--- src/rtl/sr_cmd_debouncer.sv ---
// sr_cmd_debouncer: turns two bouncy buttons into clean, mutually exclusive s/r command pulses
module sr_cmd_debouncer #(
   parameter int DEBOUNCE_CYCLES = 4,
   parameter int CNT_W           = 8,
   parameter int PULSE_LEN       = 1,
   parameter int GAP_LEN         = 1
) (
   input  logic clk,
   input  logic rst_n,
   input  logic set_btn,
   input  logic rst_btn,
   output logic s,
   output logic r,
   output logic busy,
   output logic conflict
);
   localparam int TMAX = PULSE_LEN > GAP_LEN ? PULSE_LEN : GAP_LEN;
   localparam int TW   = TMAX > 1 ? $clog2(TMAX) : 1;
   localparam logic [CNT_W-1:0] DB_LAST = CNT_W'(DEBOUNCE_CYCLES - 1);
   localparam logic [TW-1:0]    P_LAST  = TW'(PULSE_LEN - 1);
   localparam logic [TW-1:0]    G_LAST  = TW'(GAP_LEN - 1);

   typedef enum logic [1:0] {IDLE, SET, RST, GAP} state_t;

   // channel index 0 = set button, 1 = reset button
   logic [1:0]       meta_q, sync_q, stable_q, rise_d;
   logic [CNT_W-1:0] cnt_q [2];
   logic             pend_s_q, pend_r_q, pend_s_d, pend_r_d, conflict_d;
   logic             take_s, take_r, idle_conf;
   state_t           state_q;
   logic [TW-1:0]    tcnt_q;
   logic             s_q, r_q, busy_q, conflict_q;

   // two-flop synchroniser followed by a per-channel stability counter
   always_ff @(posedge clk) begin
      if (!rst_n) begin
         meta_q   <= '0;
         sync_q   <= '0;
         stable_q <= '0;
         for (int i = 0; i < 2; i++) cnt_q[i] <= '0;
      end else begin
         meta_q <= {rst_btn, set_btn};
         sync_q <= meta_q;
         for (int i = 0; i < 2; i++) begin
            if (sync_q[i] == stable_q[i]) cnt_q[i] <= '0;
            else if (cnt_q[i] == DB_LAST) begin
               stable_q[i] <= sync_q[i];
               cnt_q[i]    <= '0;
            end else cnt_q[i] <= cnt_q[i] + 1'b1;
         end
      end
   end

   // accepted rising edges and pending-request arbitration (conflict drops both, last request wins)
   always_comb begin
      rise_d     = sync_q & ~stable_q & {cnt_q[1] == DB_LAST, cnt_q[0] == DB_LAST};
      idle_conf  = state_q == IDLE && pend_s_q && pend_r_q;
      take_s     = state_q == IDLE && pend_s_q && !pend_r_q;
      take_r     = state_q == IDLE && pend_r_q && !pend_s_q;
      conflict_d = (&rise_d) || idle_conf;
      pend_s_d   = conflict_d ? 1'b0 : rise_d[0] ? 1'b1 : rise_d[1] ? 1'b0 : pend_s_q && !take_s;
      pend_r_d   = conflict_d ? 1'b0 : rise_d[1] ? 1'b1 : rise_d[0] ? 1'b0 : pend_r_q && !take_r;
   end

   // command sequencer IDLE -> SET/RST pulse -> GAP -> IDLE with registered outputs
   always_ff @(posedge clk) begin
      if (!rst_n) begin
         state_q    <= IDLE;
         tcnt_q     <= '0;
         s_q        <= 1'b0;
         r_q        <= 1'b0;
         busy_q     <= 1'b0;
         conflict_q <= 1'b0;
         pend_s_q   <= 1'b0;
         pend_r_q   <= 1'b0;
      end else begin
         pend_s_q   <= pend_s_d;
         pend_r_q   <= pend_r_d;
         conflict_q <= conflict_d;
         case (state_q)
            IDLE: begin
               tcnt_q <= '0;
               if (take_s) begin
                  state_q <= SET;
                  s_q     <= 1'b1;
                  busy_q  <= 1'b1;
               end else if (take_r) begin
                  state_q <= RST;
                  r_q     <= 1'b1;
                  busy_q  <= 1'b1;
               end
            end
            SET, RST: begin
               if (tcnt_q == P_LAST) begin
                  state_q <= GAP;
                  s_q     <= 1'b0;
                  r_q     <= 1'b0;
                  tcnt_q  <= '0;
               end else tcnt_q <= tcnt_q + 1'b1;
            end
            GAP: begin
               if (tcnt_q == G_LAST) begin
                  state_q <= IDLE;
                  busy_q  <= 1'b0;
                  tcnt_q  <= '0;
               end else tcnt_q <= tcnt_q + 1'b1;
            end
            default: state_q <= IDLE;
         endcase
      end
   end

   assign s        = s_q;
   assign r        = r_q;
   assign busy     = busy_q;
   assign conflict = conflict_q;
endmodule
--- config.mk ---
export PLATFORM = sky130hd
export DESIGN_NAME = sr_cmd_debouncer
export DESIGN_NICKNAME = d
export VERILOG_FILES = /design/src/rtl/sr_cmd_debouncer.sv
export SDC_FILE = /design/constraint.sdc
export NUM_CORES = 1
export LEC_CHECK = 0
export CORE_ASPECT_RATIO = 1.2
export CORE_MARGIN = 2
export CORE_UTILIZATION = 50
export CTS_BUF_LIST = sky130_fd_sc_hd__clkbuf_8
export DETAILED_ROUTE_END_ITERATION = 10
export PLACE_DENSITY = 0.79
export SLEW_MARGIN = 40
export SYNTH_ARGS = -nofsm -noshare
export SYNTH_HDL_FRONTEND = slang
export SYNTH_SLANG_ARGS = --single-unit
--- constraint.sdc ---
create_clock -name clk -period 2.4 [get_ports clk]
set_input_delay 0.24 -clock clk [delete_from_list [all_inputs] [get_ports clk]]
set_output_delay 0.24 -clock clk [all_outputs]
set_load 0.03 [all_outputs]
==> results of run 1 <==
metal layers:
layer  wire length [µm]  global-route usage [%]  share of wire, %  vias to the layer above
met4                 74                   11.89               3.0                        0
met5                  0                       0                 0                        -
li1                   -                       -                 -                      541
met2               1249                   28.13                50                       14
met3                 82                   6.136               3.3                        5
met1               1080                   18.21                43                      496
cells in the final DEF, fill, tap and decap left out, types with 2 or more instances in the layout:
master                            netlist  final
sky130_fd_sc_hd__o21ai_0                4      4
sky130_fd_sc_hd__xor2_1                10     10
sky130_fd_sc_hd__conb_1                 1     16
sky130_fd_sc_hd__xnor2_1                2      2
sky130_fd_sc_hd__edfxtp_1              16     16
sky130_fd_sc_hd__nor4_1                 2      2
sky130_fd_sc_hd__and2_1                 4      4
sky130_fd_sc_hd__a21oi_1                5      5
sky130_fd_sc_hd__nor3b_1                2      2
sky130_fd_sc_hd__nand2b_1               3      3
sky130_fd_sc_hd__ha_1                   8      8
sky130_fd_sc_hd__clkdlybuf4s50_1        0      7
sky130_fd_sc_hd__nor2_1                17     17
sky130_fd_sc_hd__inv_1                  8      9
sky130_fd_sc_hd__dfxtp_1               14     14
sky130_fd_sc_hd__clkbuf_8               1      5
sky130_fd_sc_hd__and3_1                 5      5
sky130_fd_sc_hd__nand3_1               12     12
sky130_fd_sc_hd__nand2_1                7      7
cells by family (layout without fill, tap and decap cells):
kind of cell    Yosys count  count (layout)
simple gates             63              63
flops                    30              30
compound gates           18              18
xor+xnor                 12              12
buf+inv                  12              24
fa+ha+maj                 8               8
other cells               1              16
through the flow:
step	worst slack [ns]	hold slack [ns]
after floorplan	0.6973	0.3673
after global placement	0.6150	0.4176
after detailed placement	0.5609	0.4191
after CTS	0.5462	0.4375
after global routing	0.4627	0.4441
final	0.5673	0.4346
area by class of cell:
class                           instances  area (µm²)
Fill cell                             278        1262
Sequential cell                        30       760.7
Tap cell                               36       45.04
Multi-Input combinational cell        117       770.7
Inverter                                8       30.03
Timing Repair Buffer                    8       77.57
Clock buffer                            5       68.82
Clock inverter                          3       12.51
report_power, final:
group	total, mW	switching [mW]	internal (mW)
clock	0.383	0.189	0.194
sequential	0.578	0.0176	0.560
combinational	0.0904	0.0502	0.0402
total	1.05	0.257	0.795
flip-flops by register name, indices dropped and copies added (netlist names):
register,cells
busy,1
cnt_q,16
conflict,1
meta_q,2
pend_r_q,1
pend_s_q,1
r,1
s,1
stable_q,2
state_q,2
sync_q,2
worst max-delay path, delay by kind of cell (launching register included):
family           cells  cell delay [ns]
AO/OA/AOI/OAI        1             0.43
flip-flops           1             0.45
AND/OR/NAND/NOR      2             0.69
final timing paths:
check | slack [ns] | endpoint | startpoint | depth (start not counted)
setup / recovery | 0.57 | cnt_q[1][5]$_SDFFCE_PN0P_ | cnt_q[1][5]$_SDFFCE_PN0P_ | 3
hold / removal | 0.43 | sync_q[0]$_SDFF_PN0_ | meta_q[0]$_SDFF_PN0_ | 1
setup reg to reg | 0.57 | cnt_q[1][5]$_SDFFCE_PN0P_ | cnt_q[1][5]$_SDFFCE_PN0P_ | 3
hold reg to reg | 0.43 | sync_q[0]$_SDFF_PN0_ | meta_q[0]$_SDFF_PN0_ | 1
==> summary.txt, run 1 <==
Outcome
  – Outcome: finished, final reports clean

Cells and area
  – Non-filler instance count after layout: 207
  – Post-Route Utilization: 58.31%
  – Fraction of layout cells with a size suffix above 1: 8.772%
  – Non-Filler Cell Area, Final: 1765 µm²
  – Area grow syn2layout: 13.15%
  – Total number of nets in the final design: 182
  – Antenna Diode Count: 0

Placed design
  – Placement Cell Area: 1684 µm²
  – Gp weighted congestion: 0.7113
  – Instance count after placement with tap cells included: 199
  – Buffers added on ports: 7
  – Final HPWL DP: 1795 µm

CTS
  – Number of buffers added by the clock tree synthesis step: 5
  – Clk pin slew, worst setup/hold paths: 0.06 ns
  – Cell at the root of the clock tree: sky130_fd_sc_hd__clkbuf_8
  – # H-tree levels: 2
  – Worst-skew pair later-pin latency: 0.29 ns
  – CTS tree: built
  – Worst-case clock buffer depth: 2
  – CTS hold repair buffers: 0
  – Clock net sink count: 30
  – Buffers inserted by post-CTS timing repair: 0
  – Post-CTS sizing: 0

STA
  – Setup TNS Final: 0 ns
  – Min cycle time layout: 1.833 ns
  – Worst-Margin Slew: 0.5005 ns
  – Number of max-slew violations in the final report: 0
  – Final setup fails: 0
  – Unrepaired setup endpoints after global routing: no
  – Slew Limit Headroom: 66.53%
  – Final Hold Violating Endpoints: 0
  – Final period utilization: 76.36%
  – Maximum clock frequency: 545.6 MHz
  – Setup Skew: 0.006142 ns

Setup path
  – Crit path largest cell delay: 0.58 ns
  – Critical path data arrival time: 1.86 ns
  – Crit path max-delay cell type: sky130_fd_sc_hd__or4_4
  – Nature of the critical path endpoint: register
  – CP required: 2.42 ns
  – Crit-path max FO: 8
  – Startpoint kind of the worst setup timing path: register
  – Crit Path Category: reg -> reg
  – Cell chain of the critical path: or4_4 -> o311ai_4 -> nor2_1

Power and ir drop
  – Leakage power: 0.6998 nW
  – Total design power: 1.052 mW
  – Total power per unit cell area: 595.7 nW/µm²
  – Max IR drop VDD: 367.3 µV

GRT
  – Antenna violations before repair: 0
  – Wire length of the first global-routing pass: 4305 µm
  – Global-route usage over all layers: 17.43%
  – Via count of the first global-routing pass: 1052
  – Largest net degree at the start of global routing: 14
  – Overall overflow remaining after global route: 0

Drt
  – Post-DR wirelength/cell: 12.01 µm
  – Router iterations before antenna repair: 4
  – Starting DRT DRC Count: 49
  – DRC violation count after routing: 0
  – Post-detailed-routing wire length: 2487 µm
  – Count of vias placed by the detailed router: 1056
  – Via-to-Cell Ratio: 5.101
  – Final ANT Viol Nets: 0

Synthesis
  – Post-Synthesis Cells: 144
  – Share of the synthesized netlist area taken by xor and xnor gates: 6.736%
  – Most frequent cell after synthesis: sky130_fd_sc_hd__nor2_1
  – Yosys warns: 0
  – Fraction of the mapped netlist area in adder cells: 6.415%
  – Number of synthesized flops with an enable pin: 16
  – Top cells by instance count after synthesis: sky130_fd_sc_hd__nor2_1, sky130_fd_sc_hd__edfxtp_1, sky130_fd_sc_hd__dfxtp_1, sky130_fd_sc_hd__nand3_1, sky130_fd_sc_hd__xor2_1
  – Number of distinct standard cells referenced by the synthesized netlist: 41
  – Share of the synthesized area in the top cell type: 30.79%
  – Compound-cell area share of the yosys netlist: 8.821%
  – Proportion of synthesized flip-flops having asynchronous set or reset: 0%
  – Sequential share of the synthesized area: 48.76%
  – Cell area after synthesis: 1560 µm²
  – Post-synthesis share of cell area spent on and, or, nand and nor gates: 23.58%
  – Top post-synthesis cells by area: sky130_fd_sc_hd__edfxtp_1, sky130_fd_sc_hd__dfxtp_1, sky130_fd_sc_hd__ha_1, sky130_fd_sc_hd__xor2_1, sky130_fd_sc_hd__nor2_1
  – Mean cell area of the mapped netlist: 10.84 µm²
  – Ys flop type: sky130_fd_sc_hd__edfxtp_1
  – Portion of netlist area occupied by mux cells: 0%
  – Main combinational cell family by area after synthesis: simple AND/OR/NAND/NOR gates
  – Flop and latch count out of synthesis: 30
  – Post-synth top area cell: sky130_fd_sc_hd__edfxtp_1

Die
  – Initial core utilization: 51.53%
  – Die span in y: 65.20 µm
  – Full die area: 3585 µm²
  – Die Span X: 55.00 µm
  – Area of the core region: 3028 µm²
  – Row Count: 22
  – I/O pin count: 8

Worst hold path
  – Worst min-delay path class: reg -> reg

Run
  – Max capacitance violation total: 0
No activity file was read; power rests on OpenSTA's default activity.
==> inputs of run 2 (changes only) <==
Settings changed: PLACE_DENSITY 0.79 to 0.82.
Clock period 2.4 ns to 1.49 ns, I/O delays scaled along.
==> run 2 against run 1 <==
  * The run now ends with negative setup slack left
  * Clock power grew 71%
  * Core utilization grew 8.1 points
  * Clock skew grew 0.0020 ns
  * Via count grew 11%
  * Die area is the same
  * Sequential cell count is the same
==> summary.txt, run 2 (synthesis gave the netlist of run 1 again) <==
Outcome
  – Outcome: finished, violations left
  – Failing checks: negative setup slack

Power and ir drop
  – Sw Pwr: 0.4194 mW
  – Max IR drop VDD: 637.8 µV
  – Total design power: 1.780 mW
  – Relative contribution of combinational cells to total power: 11.1%
  – Pint: 1.361 mW
  – Sw frac: 23.56%
  – Part of the total power dissipated in sequential elements: 52.1%
  – Portion of total power attributed to the clock network: 36.8%
  – Total power per unit cell area: 885.3 nW/µm²
  – Leakage power: 0.8200 nW

STA
  – Final Hold Violating Endpoints: 0
  – Maximum clock frequency: 578.1 MHz
  – Final period utilization: 116.1%
  – Number of max-slew violations in the final report: 0
  – Final setup fails: 20
  – Min cycle time layout: 1.730 ns
  – Setup Skew: 0.008146 ns
  – Tightest hold margin: 0.4412 ns
  – Unrepaired setup endpoints after global routing: yes
  – Least setup slack across all paths after layout: -0.2398 ns

Setup path
  – Crit Path Category: reg -> reg
  – Startpoint kind of the worst setup timing path: register
  – Crit-path max FO: 4
  – Nature of the critical path endpoint: register
  – CP required: 1.52 ns
  – Number of cell instances on the worst register-to-register path: 4
  – Critical path data arrival time: 1.76 ns

Die
  – Area of the core region: 3028 µm²
  – Die Span X: 55.00 µm
  – Row Count: 22
  – I/O pin count: 8
  – Die span in y: 65.20 µm
  – Initial core utilization: 51.53%
  – Full die area: 3585 µm²

Cells and area
  – Post-Route Utilization: 66.41%
  – Area grow syn2layout: 28.87%
  – Total number of nets in the final design: 203
  – Reg with most FFs: cnt_q
  – Most common library cell in the layout ignoring fill and taps: sky130_fd_sc_hd__buf_4
  – Antenna Diode Count: 0
  – Max reg flops: 16
  – Fraction of layout cells with a size suffix above 1: 27.08%
  – Fill cells: 244
  – Top library cells by usage in the layout, fill and taps aside: sky130_fd_sc_hd__buf_4, sky130_fd_sc_hd__edfxtp_1, sky130_fd_sc_hd__conb_1

CTS
  – Clock net sink count: 30
  – Cell at the root of the clock tree: sky130_fd_sc_hd__clkbuf_8
  – CTS tree: built
  – CTS hold repair buffers: 0
  – # H-tree levels: 2
  – Number of buffers added by the clock tree synthesis step: 5
  – Worst-case clock buffer depth: 2
  – Clk pin slew, worst setup/hold paths: 0.07 ns
  – Worst-skew pair later-pin latency: 0.28 ns

Placed design
  – Gp weighted congestion: 0.7933
  – Final HPWL DP: 2004 µm
  – Buffers added on ports: 7

Drt
  – Count of vias placed by the detailed router: 1170
  – Via-to-Cell Ratio: 5.132
  – Post-DR wirelength/cell: 13.21 µm
  – Starting DRT DRC Count: 19
  – Final ANT Viol Nets: 0
  – Router iterations before antenna repair: 4
  – DRC violation count after routing: 0
  – Post-detailed-routing wire length: 3011 µm

Run
  – Max capacitance violation total: 0

GRT
  – Via count of the first global-routing pass: 1182
  – Global-route usage over all layers: 19.76%
  – Largest net degree at the start of global routing: 15
  – Overall overflow remaining after global route: 0
  – Antenna violations before repair: 0
  – Wire length of the first global-routing pass: 5078 µm

Worst hold path
  – Cell count of the worst hold path: 1
  – Worst min-delay path class: reg -> reg
## run 2: changes by cell type in the layout (fill, tap and decap cells not counted), sizes merged
cell and delta:
buf +21, clkinv -1, clkbuf +1
## run 2: worst paths after layout
kind / slack, ns / end / start
max: -0.24 / cnt_q[1][4]$_SDFFCE_PN0P_ / cnt_q[1][5]$_SDFFCE_PN0P_
min: 0.44 / sync_q[1]$_SDFF_PN0_ / meta_q[1]$_SDFF_PN0_
max reg2reg: -0.24 / cnt_q[1][4]$_SDFFCE_PN0P_ / cnt_q[1][5]$_SDFFCE_PN0P_
min reg2reg: 0.44 / sync_q[1]$_SDFF_PN0_ / meta_q[1]$_SDFF_PN0_
## run 2: per-layer routing
layer | part of all wire [%] | vias up | track usage [%]
li1 | - | 582 | -
met1 | 39 | 565 | 21.13
met2 | 55 | 14 | 34.08
met3 | 2.7 | 9 | 5.682
met4 | 2.7 | 0 | 9.756
met5 | 0 | - | 0
## run 2: through the flow
step                      setup WS (ns)  instances  setup TNS [ns]  cell area (µm²)
after floorplan                 -0.1499        159          -1.222             1617
after global placement          -0.1867        212          -1.925             1782
after detailed placement        -0.2475        212          -3.038             1782
after CTS                       -0.2379        228          -2.289             1953
after global routing            -0.2747        228          -3.407             2011
final                           -0.2398        228          -2.437             2011
## run 2: repair_timing
action	in CTS	in global routing
hold endpoints to repair	0	0
resized for setup	5	17
setup endpoints to repair	20	21
pin swaps	9	9
setup buffers	8	0
## run 2: cell type report
| type | count | area, µm² | share of cell area [%] |
|---|---|---|---|
| inverter | 8 | 30.03 | 1.493 |
| tap | 36 | 45.04 | 2.240 |
| timing repair buffer | 29 | 250.2 | 12.45 |
| sequential | 30 | 760.7 | 37.83 |
| clock inverter | 2 | 8.758 | 0.4356 |
| clock buffer | 6 | 82.58 | 4.107 |
| multi-input combinational | 117 | 833.3 | 41.44 |
## run 2: worst max-delay path, cell delays in order, from the launching register on
cell,delay [ns]
sky130_fd_sc_hd__edfxtp_1,0.39
sky130_fd_sc_hd__or4_4,0.60
sky130_fd_sc_hd__o311ai_4,0.29
sky130_fd_sc_hd__buf_6,0.17
sky130_fd_sc_hd__nor2_1,0.04
## run 2: power by group through the flow
stage          clock network (mW)  logic [mW]  registers, mW
6_report                    0.655       0.198          0.928
5_1_grt                     0.696       0.215          0.932
4_1_cts                     0.663       0.184          0.925
3_5_place_dp                    0       0.169          0.943
3_3_place_gp                    0       0.162          0.939
2_1_floorplan                   0       0.129          0.949
